[config.mk]
export PLATFORM = sky130hd
export DESIGN_NAME = instr_fetch_unit
export DESIGN_NICKNAME = d
export VERILOG_FILES = /design/src/rtl/instr_fetch_unit.sv
export SDC_FILE = /design/constraint.sdc
export NUM_CORES = 1
export LEC_CHECK = 0
export ABC_AREA = 1
export ABC_CLOCK_PERIOD_IN_PS = 5050
export CAP_MARGIN = 10
export CELL_PAD_IN_SITES_DETAIL_PLACEMENT = 0
export CELL_PAD_IN_SITES_GLOBAL_PLACEMENT = 1
export CORE_AREA = 5 5 194 196
export CTS_CLUSTER_SIZE = 12
export DETAILED_ROUTE_END_ITERATION = 7
export DIE_AREA = 0 0 199 201
export GPL_ROUTABILITY_DRIVEN = 0
export GPL_TIMING_DRIVEN = 0
export HOLD_SLACK_MARGIN = 0.12
export PLACE_DENSITY_LB_ADDON = 0.15
export SKIP_LAST_GASP = 1
export SLEW_MARGIN = 5
export SYNTH_ARGS = -nofsm -noshare
export SYNTH_HDL_FRONTEND = slang
export SYNTH_SLANG_ARGS = --single-unit
export TNS_END_PERCENT = 1
[constraint.sdc]
create_clock -name clk -period 5.05 [get_ports clk]
set_clock_uncertainty 0.2 [all_clocks]
set_input_delay 0.505 -clock clk [delete_from_list [all_inputs] [get_ports clk]]
set_output_delay 0.505 -clock clk [all_outputs]
set_load 0.02 [all_outputs]
[src/rtl/instr_fetch_unit.sv]
// Instruction fetch unit: PC, single-outstanding imem requests, prefetch FIFO, redirect flush.
// Optional IFU_BYPASS_EN: a response arriving at an empty FIFO is presented to decode in the same cycle.
module instr_fetch_unit #(
    parameter int                ADDR_W     = 32,
    parameter logic [ADDR_W-1:0] RESET_PC   = '0,
    parameter int                FIFO_DEPTH = 4
) (
    input  logic                          clk,
    input  logic                          rst_n,
    output logic                          imem_req_valid,
    input  logic                          imem_req_ready,
    output logic [ADDR_W-1:0]             imem_req_addr,
    input  logic                          imem_rsp_valid,
    input  logic [31:0]                   imem_rsp_data,
    input  logic                          redirect_valid,
    input  logic [ADDR_W-1:0]             redirect_pc,
    output logic                          id_valid,
    input  logic                          id_ready,
    output logic [31:0]                   id_instr,
    output logic [5:0]                    id_opcode,
    output logic [ADDR_W-1:0]             id_pc,
    output logic [ADDR_W-1:0]             id_pc_plus4,
    output logic [$clog2(FIFO_DEPTH):0]   fifo_level
);
    localparam int PTR_W = $clog2(FIFO_DEPTH);
    localparam int LVL_W = PTR_W + 1;
    localparam logic [LVL_W-1:0] DEPTH_L = LVL_W'(FIFO_DEPTH);

    typedef enum logic [1:0] {FETCH, WAIT, DRAIN} state_t;

    state_t            state, state_nx;
    logic [ADDR_W-1:0] pc, pc_nx, out_addr;
    logic [LVL_W-1:0]  wr_ptr, rd_ptr, level;
    logic [31:0]       fifo_instr [FIFO_DEPTH];
    logic [ADDR_W-1:0] fifo_pc    [FIFO_DEPTH];
    logic              empty, accept, rsp_take, byp, push, pop;
    logic [31:0]       head_instr;
    logic [ADDR_W-1:0] head_pc;
    logic              unused_bits;

    assign unused_bits = &{1'b0, redirect_pc[1:0]};

    assign level      = wr_ptr - rd_ptr;
    assign empty      = (level == '0);
    assign fifo_level = level;

    // No request leaves while reset is held, so nothing can be accepted during reset.
    assign imem_req_valid = rst_n && (state == FETCH) && (level < DEPTH_L);
    assign imem_req_addr  = pc;
    assign accept         = imem_req_valid && imem_req_ready;
    assign rsp_take       = (state == WAIT) && imem_rsp_valid;

`ifdef IFU_BYPASS_EN
    assign byp = rsp_take && empty && !redirect_valid;
`else
    assign byp = 1'b0;
`endif

    assign head_instr = fifo_instr[rd_ptr[PTR_W-1:0]];
    assign head_pc    = fifo_pc[rd_ptr[PTR_W-1:0]];

    assign id_valid    = !empty || byp;
    assign id_instr    = byp ? imem_rsp_data : (empty ? 32'h0 : head_instr);
    assign id_pc       = byp ? out_addr : (empty ? '0 : head_pc);
    assign id_opcode   = id_instr[31:26];
    assign id_pc_plus4 = id_valid ? id_pc + ADDR_W'(4) : '0;

    assign pop  = !empty && id_valid && id_ready;
    assign push = rsp_take && !redirect_valid && !(byp && id_ready);

    always_comb begin
        state_nx = state;
        pc_nx    = pc;
        case (state)
            FETCH: if (accept) begin
                state_nx = WAIT;
                pc_nx    = pc + ADDR_W'(4);
            end
            WAIT:    if (imem_rsp_valid) state_nx = FETCH;
            DRAIN:   if (imem_rsp_valid) state_nx = FETCH;
            default: state_nx = FETCH;
        endcase
        // Redirect wins; an in-flight request must still be drained before refetching.
        if (redirect_valid) begin
            pc_nx = {redirect_pc[ADDR_W-1:2], 2'b00};
            if ((state == FETCH && accept) || (state == WAIT && !imem_rsp_valid))
                state_nx = DRAIN;
        end
    end

    always_ff @(posedge clk) begin
        if (!rst_n) begin
            state    <= FETCH;
            pc       <= RESET_PC;
            out_addr <= '0;
            wr_ptr   <= '0;
            rd_ptr   <= '0;
        end else begin
            state <= state_nx;
            pc    <= pc_nx;
            if (accept) out_addr <= pc;
            if (redirect_valid) begin
                wr_ptr <= '0;
                rd_ptr <= '0;
            end else begin
                if (push) wr_ptr <= wr_ptr + LVL_W'(1);
                if (pop)  rd_ptr <= rd_ptr + LVL_W'(1);
            end
        end
    end

    always_ff @(posedge clk) begin
        if (push) begin
            fifo_instr[wr_ptr[PTR_W-1:0]] <= imem_rsp_data;
            fifo_pc[wr_ptr[PTR_W-1:0]]    <= out_addr;
        end
    end

endmodule

==> metrics.md <==
| Metric | Value |
|---|---|
| Commonest non-fill, non-tap cells in the layout | `nand2_1, nor2_1, edfxtp_1, clkdlybuf4s50_1, inv_1` |
| Worst vdd ir | `0.000201 V` |
| Endpoint type of the worst setup path | `output pin` |
| Metal3 WL | `2.32 mm` |
| Simple-Gate Fraction of Synth Area | `0.220` |
| Synth warn | `0` |
| Clock latency at the later pin of the worst-skew pair | `0.50 ns` |
| Global-route wire length before repair | `61.4 mm` |
| XOR/XNOR share of the synthesized area | `0.0195` |
| Clock Tree Buf Depth | `3` |
| Via count | `11,326` |
| Syn_area_per_cell | `9.34 um2` |
| Core ar. | `0.0359 mm2` |
| Die width | `199 um` |
| Slew at the pin closest to its max-slew limit | `0.828 ns` |
| Period utilization | `0.963` |
| DRT met1 WL | `18.6 mm` |
| Top cells by area, synth | `edfxtp_1, dfxtp_1, nand2_1` |
| Initial antenna violation count | `0` |
| Crit path required time | `4.35 ns` |
| Synth top area share | `0.503` |
| First-pass iteration count of the detailed router | `5` |
| Initial DRC count | `584` |
| Post-route cell area | `0.0188 mm2` |
| Final setup violating endpoints | `0` |
| Post-DRT Antenna Nets | `0` |
| Post-layout minimum cycle time | `4.86 ns` |
| Vias/cell | `4.86` |
| Routed WL per cell | `17.0 um` |
| Metal2 WL | `18.1 mm` |
| Complex-gate fraction of the synthesized area | `0.0756` |
| CTS hold repair buffers | `0` |
| I/O Pins | `209` |
| Hpwl dp | `29.1 mm` |
| WL final | `39.6 mm` |
| Port Buffers | `199` |
| Rows | `70` |
| Final-layout fill cell count | `3,370` |
| Critical path type | `flop to output pin` |
| Post-synthesis mux area share | `0` |
| Placement Cell Area | `0.0176 mm2` |
| Synth Flop Type | `edfxtp_1` |
| Total power per unit cell area | `352 mW/mm2` |
| Highest Signal Layer | `met4` |
| Adder-cell share of the synthesized area | `0.0106` |
| P_leak | `7.42 nW` |
| Sink Count | `318` |
| FF/Latch Area | `0.00885 mm2` |
| Synthesized instance count | `1,586` |
| Leading cell type in the layout, fill and taps excluded | `nand2_1` |
| Die Ht | `201 um` |
| TritonCTS clock tree | `done` |
| Core Util, Final | `0.524` |
| Relative slew slack | `0.446` |
| Syn Std Cell Area | `0.0148 mm2` |
| Fin. Hold Viols | `0` |
| Post-placement cell count | `2,267` |
| Area of the multi-input gates | `0.00488 mm2` |
| Clk pin slew, worst setup/hold paths | `0.06 ns` |
| Max-cap check violation count | `0` |
| Initial Util | `0.412` |
| Asr flop ratio synth | `0` |
| GRT Total Usage | `0.194` |
| Arr. time, crit path | `4.16 ns` |
| H-tree Lvls | `2` |
| FF+latch count, synth | `318` |
| Final Max Slew Viols | `0` |
| Final net count | `1,919` |
| RSZ-0062 raised after global routing | `true` |
| Status | `completed` |
| Startpoint Class | `flop` |
| Worst-path maximum fanout | `19` |
| Share of cells above drive strength 1 | `0.105` |
| Hold crit path type | `input port to flop` |
| Synth unique cells | `36` |
| TritonCTS Buffers | `35` |
| Yosys top cell by area | `edfxtp_1` |
| Main combinational cell family by area after synthesis | `simple AND/OR/NAND/NOR gates` |
| GRT overflow | `0` |
| Root Buffer | `clkbuf_16` |
| Hold Slack | `0.191 ns` |
| Largest net degree at the start of global routing | `27` |
| DRC violations left | `0` |
| Post-Layout Cell Count | `2,332` |
| Post-synth EDFFs | `248` |
| Design Power | `6.63 mW` |
| Top achievable clock speed | `0.206 GHz` |
| Die ar. | `0.0400 mm2` |
| Vias in the first global route | `10,935` |
| # diodes | `0` |
| Seq/Total Area, Yosys | `0.597` |
| Area growth, synth to finish | `27.0%` |
## path summary, 6_finish.rpt
path                              endpoint  slack (ns)  depth (start not counted)                    from
setup reg to reg                      flop        2.09                         12  wr_ptr[0]$_SDFFE_PP0P_
hold reg to reg     rd_ptr[2]$_SDFFE_PP0P_        0.28                          2  rd_ptr[2]$_SDFFE_PP0P_
hold / removal    out_addr[8]$_SDFFE_PN0P_        0.19                          3                   rst_n
setup / recovery           id_pc_plus4[26]        0.19                         20  wr_ptr[0]$_SDFFE_PP0P_
## cells in the mapped netlist (22+ instances only)
master      n
clkbuf_1   24
inv_1     162
o21ai_0   134
edfxtp_1  248
buf_2      22
nand3_1    74
nor2_1    256
nand2_1   329
xor2_1     33
o22ai_1    33
or2_2      37
dfxtp_1    70
## registers in the layout, summed over array words and instances, names as in the netlist, named ones only
signal	cells
fifo_instr	128
out_addr	30
state	2
fifo_pc	120
imem_req_addr	30
rd_ptr	3
wr_ptr	3
## logic make-up (layout without fill, tap and decap cells)
kind of cell	count (synthesis)	count (layout)
AND/OR/NAND/NOR	762	762
flip-flops	318	318
buffers and inverters	250	523
AO/OA/AOI/OAI	210	210
XOR/XNOR	33	33
adder cells (fa/ha/maj)	12	12
other	1	6
## critical path, stage by stage (launching register included)
cell and delay [ns]:
dfxtp_1 0.36, inv_1 0.11, ha_1 0.22, fa_1 0.45, nand2_1 0.08, inv_1 0.05
nand3_2 0.17, clkbuf_4 0.25, buf_6 0.20, nand2_1 0.07, inv_1 0.08, ha_2 0.27
inv_1 0.13, nor2_4 0.19, nand2_2 0.13, inv_1 0.09, nand2_1 0.05, nand2_1 0.05
nand2_1 0.05, inv_1 0.04, clkdlybuf4s50_1 0.59
## cell type report
type,count,share of cell area
Clock buffer,55,0.0544
Clock inverter,9,0.00698
Tap cell,468,0.0311
Sequential cell,318,0.470
Buffer,82,0.0268
Timing Repair Buffer,210,0.117
Inverter,167,0.0336
Multi-Input combinational cell,1023,0.260
## per-stage QoR
step	TNS [ns]	setup slack, ns
floorplan	0	0.884
global placement	-528.85	-2.20
detailed placement	0	0.0481
CTS	0	0.0630
global route	-0.0812	-0.0746
finish	0	0.187
## report_power, final
group	leakage, nW	switching [mW]	total [mW]	internal [mW]
combinational	3.96	0.711	1.20	0.485
clock	0.558	0.973	2.52	1.55
sequential	2.90	0.0479	2.91	2.86
total	7.42	1.73	6.63	4.90
## timing repair
item                                    CTS  global route
buffers inserted                          2             0
endpoints found under the setup margin    9             5
gates resized for setup                   3             3
pin swaps                                 1             0
## metal layers
| metal | vias to the layer above | track usage |
|---|---|---|
| met4 | 0 | 0.0376 |
| met1 | 5233 | 0.280 |
| met2 | 339 | 0.312 |
| li1 | 5705 | - |
| met5 | - | 0 |
| met3 | 49 | 0.0331 |
(Power assumes the default switching activity.)
